===== src/rtl/chatter_pkg.sv =====
// Shared definitions for the contact-bounce generator: FSM encoding,
// LFSR taps/seed and the LFSR step function.
package chatter_pkg;

    typedef enum logic {
        ST_IDLE = 1'b0,
        ST_GAP  = 1'b1
    } state_e;

    // Feedback taps at bits 15, 13, 12 and 10
    localparam logic [15:0] LFSR_TAPS    = 16'hB400;
    localparam logic [15:0] DEFAULT_SEED = 16'hACE1;

    function automatic logic [15:0] lfsr_next(input logic [15:0] cur);
        return {cur[14:0], ^(cur & LFSR_TAPS)};
    endfunction

endpackage


===== src/rtl/chatter_lfsr.sv =====
// 16-bit Fibonacci LFSR that only moves when stepped, so the gap sequence
// is reproducible from reset.
module chatter_lfsr
    import chatter_pkg::*;
#(
    parameter logic [15:0] SEED = DEFAULT_SEED
) (
    input  logic        clk_i,
    input  logic        rst_i,
    input  logic        step_i,
    output logic [15:0] value_o
);

    logic [15:0] lfsr_q;

    // LFSR state register
    always_ff @(posedge clk_i) begin
        if (rst_i) begin
            lfsr_q <= SEED;
        end else if (step_i) begin
            lfsr_q <= lfsr_next(lfsr_q);
        end else begin
            lfsr_q <= lfsr_q;
        end
    end

    assign value_o = lfsr_q;

endmodule


===== src/rtl/chatter_gen.sv =====
// Contact-bounce generator: turns a clean button level into a bouncing one
// with 2*PAIRS+1 toggles separated by pseudo-random gaps.
module chatter_gen
    import chatter_pkg::*;
#(
    parameter int                 PAIRS    = 3,
    parameter int                 MIN_GAP  = 2,
    parameter int                 GAP_W    = 8,
    parameter logic [GAP_W-1:0]   GAP_MASK = 8'h1F,
    parameter logic [15:0]        SEED     = DEFAULT_SEED
) (
    input  logic clk,
    input  logic rst,
    input  logic en,
    input  logic btn_in,
    output logic btn_out,
    output logic busy
);

    localparam int TOG_TOTAL = 2 * PAIRS + 1;
    localparam int TOG_W     = $clog2(TOG_TOTAL + 1);

    state_e             state_q;
    logic               btn_out_q;
    logic               busy_q;
    logic               target_q;
    logic [GAP_W-1:0]   gap_cnt_q;
    logic [TOG_W-1:0]   tog_cnt_q;

    logic [15:0]        lfsr_val;
    logic               lfsr_step;
    logic [GAP_W-1:0]   gap_init;

    chatter_lfsr #(
        .SEED (SEED)
    ) u_lfsr (
        .clk_i   (clk),
        .rst_i   (rst),
        .step_i  (lfsr_step),
        .value_o (lfsr_val)
    );

    assign gap_init = GAP_W'(MIN_GAP) + (lfsr_val[GAP_W-1:0] & GAP_MASK);

    generate
        if (GAP_W < 16) begin : g_lfsr_sink
            logic lfsr_unused;
            assign lfsr_unused = ^lfsr_val[15:GAP_W];
        end
    endgenerate

    // The LFSR steps exactly when the FSM loads a new gap
    always_comb begin
        lfsr_step = 1'b0;
        if (en && (state_q == ST_IDLE) && (btn_in != target_q)) begin
            lfsr_step = 1'b1;
        end else if (en && (state_q == ST_GAP) && (gap_cnt_q <= GAP_W'(1))
                     && (tog_cnt_q != TOG_W'(1))) begin
            lfsr_step = 1'b1;
        end else begin
            lfsr_step = 1'b0;
        end
    end

    // FSM, gap/toggle counters and registered outputs
    always_ff @(posedge clk) begin
        if (rst) begin
            state_q   <= ST_IDLE;
            btn_out_q <= 1'b1;
            busy_q    <= 1'b0;
            target_q  <= 1'b1;
            gap_cnt_q <= '0;
            tog_cnt_q <= '0;
        end else if (!en) begin
            state_q   <= ST_IDLE;
            btn_out_q <= btn_in;
            target_q  <= btn_in;
            busy_q    <= 1'b0;
        end else begin
            case (state_q)
                ST_IDLE: begin
                    if (btn_in != target_q) begin
                        target_q  <= btn_in;
                        gap_cnt_q <= gap_init;
                        tog_cnt_q <= TOG_W'(TOG_TOTAL);
                        busy_q    <= 1'b1;
                        state_q   <= ST_GAP;
                    end else begin
                        state_q   <= ST_IDLE;
                    end
                end
                ST_GAP: begin
                    if (gap_cnt_q > GAP_W'(1)) begin
                        gap_cnt_q <= gap_cnt_q - GAP_W'(1);
                    end else begin
                        btn_out_q <= ~btn_out_q;
                        tog_cnt_q <= tog_cnt_q - TOG_W'(1);
                        if (tog_cnt_q == TOG_W'(1)) begin
                            busy_q  <= 1'b0;
                            state_q <= ST_IDLE;
                        end else begin
                            gap_cnt_q <= gap_init;
                        end
                    end
                end
                default: begin
                    state_q <= ST_IDLE;
                    busy_q  <= 1'b0;
                end
            endcase
        end
    end

    assign btn_out = btn_out_q;
    assign busy    = busy_q;

endmodule


===== config.mk =====
export PLATFORM = sky130hd
export DESIGN_NAME = chatter_gen
export DESIGN_NICKNAME = d
export VERILOG_FILES = /design/src/rtl/chatter_pkg.sv /design/src/rtl/chatter_lfsr.sv /design/src/rtl/chatter_gen.sv
export SDC_FILE = /design/constraint.sdc
export NUM_CORES = 1
export LEC_CHECK = 0
export BUFFER_PORTS_ARGS = -buffer_cell sky130_fd_sc_hd__buf_2
export CORE_UTILIZATION = 57
export DETAILED_ROUTE_END_ITERATION = 6
export PLACE_DENSITY = 0.74
export SETUP_SLACK_MARGIN = 0.02
export SLEW_MARGIN = 20
export SYNTH_ARGS = -nofsm -noshare
export SYNTH_HDL_FRONTEND = slang
export SYNTH_SLANG_ARGS = --single-unit

===== constraint.sdc =====
create_clock -name clk -period 4.08 [get_ports clk]
set_clock_uncertainty 0.05 [all_clocks]
set_input_delay 0 -clock clk [delete_from_list [all_inputs] [get_ports clk]]
set_output_delay 0 -clock clk [all_outputs]
set_load 0.02 [all_outputs]

* Word level (Yosys, flattened, before mapping)
Index checks and enable logic that the tools add are counted.
Word-level totals: bits of input ports 4, logic and storage cells 61, register bits 31, output and inout port bits 2
Cells by class: add/subtract/negate cells 3, order comparisons 2, eq/ne operators 11, mux-type cells 23, reduce and logical (&&, ||, !) cells 12, bitwise logic cells 3
Operator list (number):
- 8-bit two-way mux | 3
- 8-bit case mux with 2 select lines | 1
- 16-bit parity | 1
- 1-bit two-way mux | 14
- 3-bit AND reduction | 3
- 8-bit by 1-bit greater-than comparator with 1-bit output, second input constant | 1
- 8-bit by 1-bit less-or-equal comparator with 1-bit output, second input constant | 1
- 2-bit by 1-bit inequality test with 1-bit output, second input constant | 4
- 8-bit by 1-bit subtractor with 8-bit output, second input constant | 1
- 2-bit by 5-bit adder with 6-bit output, first input constant | 1
- 3-bit two-way mux | 2
- 2-bit inequality test, second input constant | 3
- 3-bit case mux with 2 select lines | 1
- 1-bit logical AND | 5
- 1-bit case mux with 2 select lines | 2
- 2-bit AND reduction | 2
- 3-bit by 1-bit equality test with 1-bit output, second input constant | 1
- 3-bit by 1-bit inequality test with 1-bit output, second input constant | 1
- 3-bit inequality test, second input constant | 1
- 1-bit inverter | 3
- 3-bit by 1-bit subtractor with 3-bit output, second input constant | 1
- 2-bit OR reduction | 1
- 1-bit inequality test | 1

* Depth between registers and ports, before layout
depth after elaboration 5, depth in mapped cells 9, depth with buffers taken out 7

* By module
Synthesis repeated with hierarchy kept, for this count alone.
Unflattened totals: cells, all modules 170, area, all modules 1577.8 µm²
Modules (own cells, without submodules):
- chatter_gen | cells an instance 115, times used 1, area an instance 958.4 µm², seq. area each 300.3 µm²
- chatter_lfsr | cells an instance 55, times used 1, area an instance 619.3 µm², seq. area each 320.3 µm²

* Least setup slack after synthesis
No wires, ideal clock.
kind register to register, start register gap_cnt_q[0], end register u_lfsr.lfsr_q[5] (netlist: u_lfsr.value_o[5]), data required time 3910 ps, stages on the path, launching flop included 10, path buffers 2, clock period less this slack 1923 ps, data arrival time 1754 ps, setup time 120 ps, setup slack 2157 ps, path through dfxtp_1 inv_1 ha_1 nor2_2 or3_4 o2bb2ai_2 buf_6 buf_12 mux2i_1 nand2_1
Between the ends: cells in the longest elaborated chain, start to end 5
Ends and longest elaborated chain:
- from (decl) | RTL line chatter_gen.sv:27 | logic [GAP_W-1:0] gap_cnt_q;
- from (signal assigned) | RTL line chatter_gen.sv:84 | gap_cnt_q <= gap_init;
- from (signal assigned) | RTL line chatter_gen.sv:94 | gap_cnt_q <= gap_cnt_q - GAP_W'(1);
- from (signal assigned) | RTL line chatter_gen.sv:102 | gap_cnt_q <= gap_init;
- 8-bit by 1-bit less-or-equal comparator with 1-bit output | RTL line chatter_gen.sv:57 | end else if (en && (state_q == ST_GAP) && (gap_cnt_q <= GAP_W'(1))
- 1-bit logical AND | RTL line chatter_gen.sv:57
- 1-bit logical AND | RTL line chatter_gen.sv:58 | && (tog_cnt_q != TOG_W'(1))) begin
- 1-bit two-way mux | RTL line chatter_gen.sv:57
- 1-bit two-way mux | RTL line chatter_gen.sv:55 | if (en && (state_q == ST_IDLE) && (btn_in != target_q)) begin
- to (signal assigned) | RTL line chatter_lfsr.sv:21 | lfsr_q <= lfsr_next(lfsr_q);
- to (signal assigned) | RTL line chatter_lfsr.sv:23 | lfsr_q <= lfsr_q;
- to (decl) | RTL line chatter_lfsr.sv:14 | logic [15:0] lfsr_q;
Every way passes these cells. A chain may end at the register's enable or synchronous reset.

* Final worst setup path
start register gap_cnt_q[0], end register u_lfsr.lfsr_q[9] (netlist: u_lfsr.value_o[9])
The elaborated chain is that of the path after synthesis.

==> reports/qor.log <==
[power] share of power burned in the clock network 0.279
[die] die span in x 54.8 um
[clock_tree] register clock-pin slew on the reported worst setup and hold paths 100 ps
[setup_path] critical setup path kind reg -> reg
[placed_design] placed wire-length estimate after detailed placement 2120 um
[route] post-route DRC violation count 0
[yosys] dominant register cell in the synthesized netlist sky130_fd_sc_hd__dfxtp_1
[power] P per Cell Area 432 nW/um^2
[timing] maximum clock rate 0.428 GHz
[timing] worst slew pin tran 646 ps
[yosys] xor/xnor cell area share of the yosys netlist 0.0496
[clock_tree] number of clock sinks 31
[yosys] number of nets in the synthesized netlist 184
[setup_path] WP data arrival 2490 ps
[route] final routed wirelength across all metal layers 3080 um
[yosys] proportion of synthesized area in mux cells 0.110
[placed_design] pre-CTS setup slack 1410 ps
[global_route] overall track demand over capacity in global routing 0.239
[yosys] cells after synthesis 175
[finish] final net count 192
[setup_path] crit path buf inv count 1
[power] Comb power frac 0.239
[yosys] post-synthesis compound-gate area fraction 0.142
[route] antenna-violating nets left 0
[die] core area 2540 um^2
[die] starting utilization of the core area 0.624
[timing] final count of hold timing violations 0
[yosys] asr flop ratio synth 0
[finish] post-synthesis to final-layout area growth 7.24%
[route] number of vias after detailed routing 1264
[power] peak ir drop on the vdd network 336 uV
[clock_tree] clock tree from TritonCTS done
[die] vertical extent of the die 54.8 um
[route] First DRT Iteration DRCs 27
[timing] max-slew violation total from the final report 0
[yosys] library cell occupying the most area in the post-synthesis netlist sky130_fd_sc_hd__dfxtp_1
[route] drt via density 5.91
[clock_tree] post-CTS setup buffer count 0
[yosys] fraction of post-synthesis cell area in the top cell type by area 0.391
[timing] unrepaired setup endpoints after global routing false
[die] die footprint 3000 um^2
[yosys] synth top area cells sky130_fd_sc_hd__dfxtp_1 (39%), sky130_fd_sc_hd__mux2i_1 (10%), sky130_fd_sc_hd__nand2_1 (4.3%)
[timing] Hold WS 33.4 ps
[timing] period utilisation layout 0.573
[power] P_sw 229 uW
[yosys] number of flops mapped to enable cells by yosys 0
[setup_path] largest incremental delay on the critical path 550 ps
[timing] crit path setup slack, layout 1740 ps
[finish] filler cell count 208
[timing] # setup viols final 0
[yosys] post-synthesis share of cell area spent on and, or, nand and nor gates 0.215
[placed_design] final estimated routing congestion in global placement 0.847
[setup_path] Critical Path Start Type flip-flop
[route] Routed wire per std cell 14.4 um
[hold_path] Hold WC Path Type in -> reg
[finish] share of cells above drive strength 1 0.130
[yosys] number of synthesized register bits 31
[clock_tree] CTS H-tree lvls 2
[clock_tree] number of buffers created by CTS 5
[power] internal power summed over all cells 507 uW
[power] Flop pwr share 0.482
[route] count of TritonRoute iterations in the first routing pass 4
[timing] Max-slew headroom 0.569
[setup_path] flop-to-flop setup slack 1740 ps
[global_route] first-pass GRT wire length 4990 um
[setup_path] WP data required 4230 ps
[power] share of total power consumed by net switching 0.311
[global_route] number of global-route vias before repair 1184
[yosys] Seq/Total Area, Yosys 0.391
[placed_design] port buffer count 5
[clock_tree] buffer cell driving the clock tree root sky130_fd_sc_hd__clkbuf_4
[finish] count of antenna diodes in the layout 0
[timing] Total Negative Setup Slacks 0 ps
[clock_tree] buffer levels on the longest clock path 2
[power] overall power of the completed layout 736 uW
[global_route] antenna violations before repair 0
[outcome] result of the run completed
[yosys] number of different library cells in the post-synthesis netlist 43
[global_route] total congestion overflow after global routing 0
[yosys] adder-cell share of the synthesized area 0.0394
[setup_path] Cell Chain, Critical Path inv_1, ha_1, nor2_2, or3_4, o2bb2ai_4, mux2i_1, nor2_1
[setup_path] worst-path fanout max 19
[yosys] average size of a mapped cell 9.08 um^2
[global_route] pin count of the biggest net entering global routing 24
[setup_path] slowest cell on the critical path sky130_fd_sc_hd__o2bb2ai_4
[job] number of max-capacitance violations reported 0
[die] I/O pin total 6
[clock_tree] clock latency on the worst-skew pair 330 ps
[yosys] largest family of logic cells by synthesized area simple AND/OR/NAND/NOR gates
[yosys] combined area of all synthesized cells 1590 um^2
[setup_path] category of cells accounting for the largest share of critical-path delay simple AND/OR/NAND/NOR gates
[clock_tree] Resized Gates After CTS 0
[power] static power due to leakage 0.637 nW
[timing] time the worst path needs with I/O delays and setup 2340 ps
[setup_path] endpoint type of the worst setup path flip-flop
[yosys] total number of yosys warnings 0
[die] cell row count 18
placed cells by master (no fill, tap or decap), types with 2 or more instances in the layout:
cell type	count
sky130_fd_sc_hd__a21oi_1	12
sky130_fd_sc_hd__a311oi_1	2
sky130_fd_sc_hd__buf_2	5
sky130_fd_sc_hd__clkbuf_4	5
sky130_fd_sc_hd__clkbuf_8	2
sky130_fd_sc_hd__dfxtp_1	31
sky130_fd_sc_hd__dlygate4sd3_1	3
sky130_fd_sc_hd__ha_1	5
sky130_fd_sc_hd__inv_1	6
sky130_fd_sc_hd__mux2i_1	16
sky130_fd_sc_hd__nand2_1	18
sky130_fd_sc_hd__nand2b_1	2
sky130_fd_sc_hd__nand3_1	6
sky130_fd_sc_hd__nor2_1	18
sky130_fd_sc_hd__nor2_2	2
sky130_fd_sc_hd__nor3_1	8
sky130_fd_sc_hd__nor4_2	2
sky130_fd_sc_hd__o211ai_1	2
sky130_fd_sc_hd__o21ai_0	3
sky130_fd_sc_hd__o21ai_1	5
sky130_fd_sc_hd__xnor2_1	6
sky130_fd_sc_hd__xor2_1	3
state kept, by name (all words and copies together), names as in the netlist:
register and count:
u_lfsr.value_o 16, gap_cnt_q 8, tog_cnt_q 3, btn_out 1, busy 1, state_q 1, target_q 1
cell families (layout without fill, tap and decap cells):
group / after synthesis / after routing
DFF: 31 / 31
adders and majority gates: 5 / 5
and+or+nand+nor: 67 / 67
xor gates and xnor gates: 9 / 9
muxes: 17 / 17
AOI/OAI and AO/OA: 32 / 32
buffers and inverters: 14 / 23
synthesized netlist by cell type, types with 3 or more instances:
| master | n |
|---|---|
| sky130_fd_sc_hd__a21oi_1 | 12 |
| sky130_fd_sc_hd__clkbuf_1 | 3 |
| sky130_fd_sc_hd__dfxtp_1 | 31 |
| sky130_fd_sc_hd__ha_1 | 5 |
| sky130_fd_sc_hd__inv_1 | 6 |
| sky130_fd_sc_hd__mux2i_1 | 16 |
| sky130_fd_sc_hd__nand2_1 | 18 |
| sky130_fd_sc_hd__nand3_1 | 6 |
| sky130_fd_sc_hd__nor2_1 | 18 |
| sky130_fd_sc_hd__nor3_1 | 8 |
| sky130_fd_sc_hd__o21ai_0 | 3 |
| sky130_fd_sc_hd__o21ai_1 | 5 |
| sky130_fd_sc_hd__xnor2_1 | 6 |
| sky130_fd_sc_hd__xor2_1 | 3 |
stage by stage:
stage	instance area, um^2	util	instances
2_1_floorplan	1590	-	175
3_3_place_gp	1590	0.626	203
3_5_place_dp	1590	0.626	203
4_1_cts	1690	0.665	214
5_1_grt	1700	0.670	214
6_report	1700	0.670	214
layer usage:
layer / GRT usage / share of wire / wire [um] / vias to the layer above
met2: 0.402 / 0.48 / 1490 / 29
met1: 0.273 / 0.46 / 1410 / 594
li1: - / - / - / 633
met3: 0.0806 / 0.044 / 136 / 8
met5: 0 / 0 / 0 / -
met4: 0.103 / 0.016 / 48 / 0
power by group through the flow:
stage	Clock (mW)	Sequential (mW)	Combinational, mW
after floorplan	0	0.355	0.154
after global placement	0	0.359	0.165
after detailed placement	0	0.362	0.170
after CTS	0.209	0.355	0.173
after global routing	0.222	0.359	0.196
final	0.205	0.355	0.176
layout make-up:
type,count,area [um^2],share of cell area
tap,30,37.5,0.0220
multi-input combinational,130,896,0.526
timing repair buffer,8,55.1,0.0323
inverter,7,26.3,0.0154
clock buffer,8,68.8,0.0404
sequential,31,621,0.364
worst register-to-register path: stages, from the launching register on:
cell,delay (ps)
sky130_fd_sc_hd__dfxtp_1,380
sky130_fd_sc_hd__inv_1,80
sky130_fd_sc_hd__ha_1,280
sky130_fd_sc_hd__nor2_2,140
sky130_fd_sc_hd__or3_4,380
sky130_fd_sc_hd__o2bb2ai_4,550
sky130_fd_sc_hd__mux2i_1,280
sky130_fd_sc_hd__nor2_1,60
worst paths after layout:
kind                     startpoint                 to  cells past startpoint
hold / removal                  rst  u_lfsr.value_o[2]                      2
setup / recovery       gap_cnt_q[0]  u_lfsr.value_o[9]                      7
setup reg to reg       gap_cnt_q[0]  u_lfsr.value_o[9]                      7
hold reg to reg   u_lfsr.value_o[7]  u_lfsr.value_o[7]                      2
timing repair:
item | 4_1_cts | 5_1_grt
hold buffers | 3 | 0
endpoints found under the setup margin | 0 | 0
hold endpoints to repair | 5 | 0
Power figures use the tool's default switching activity.
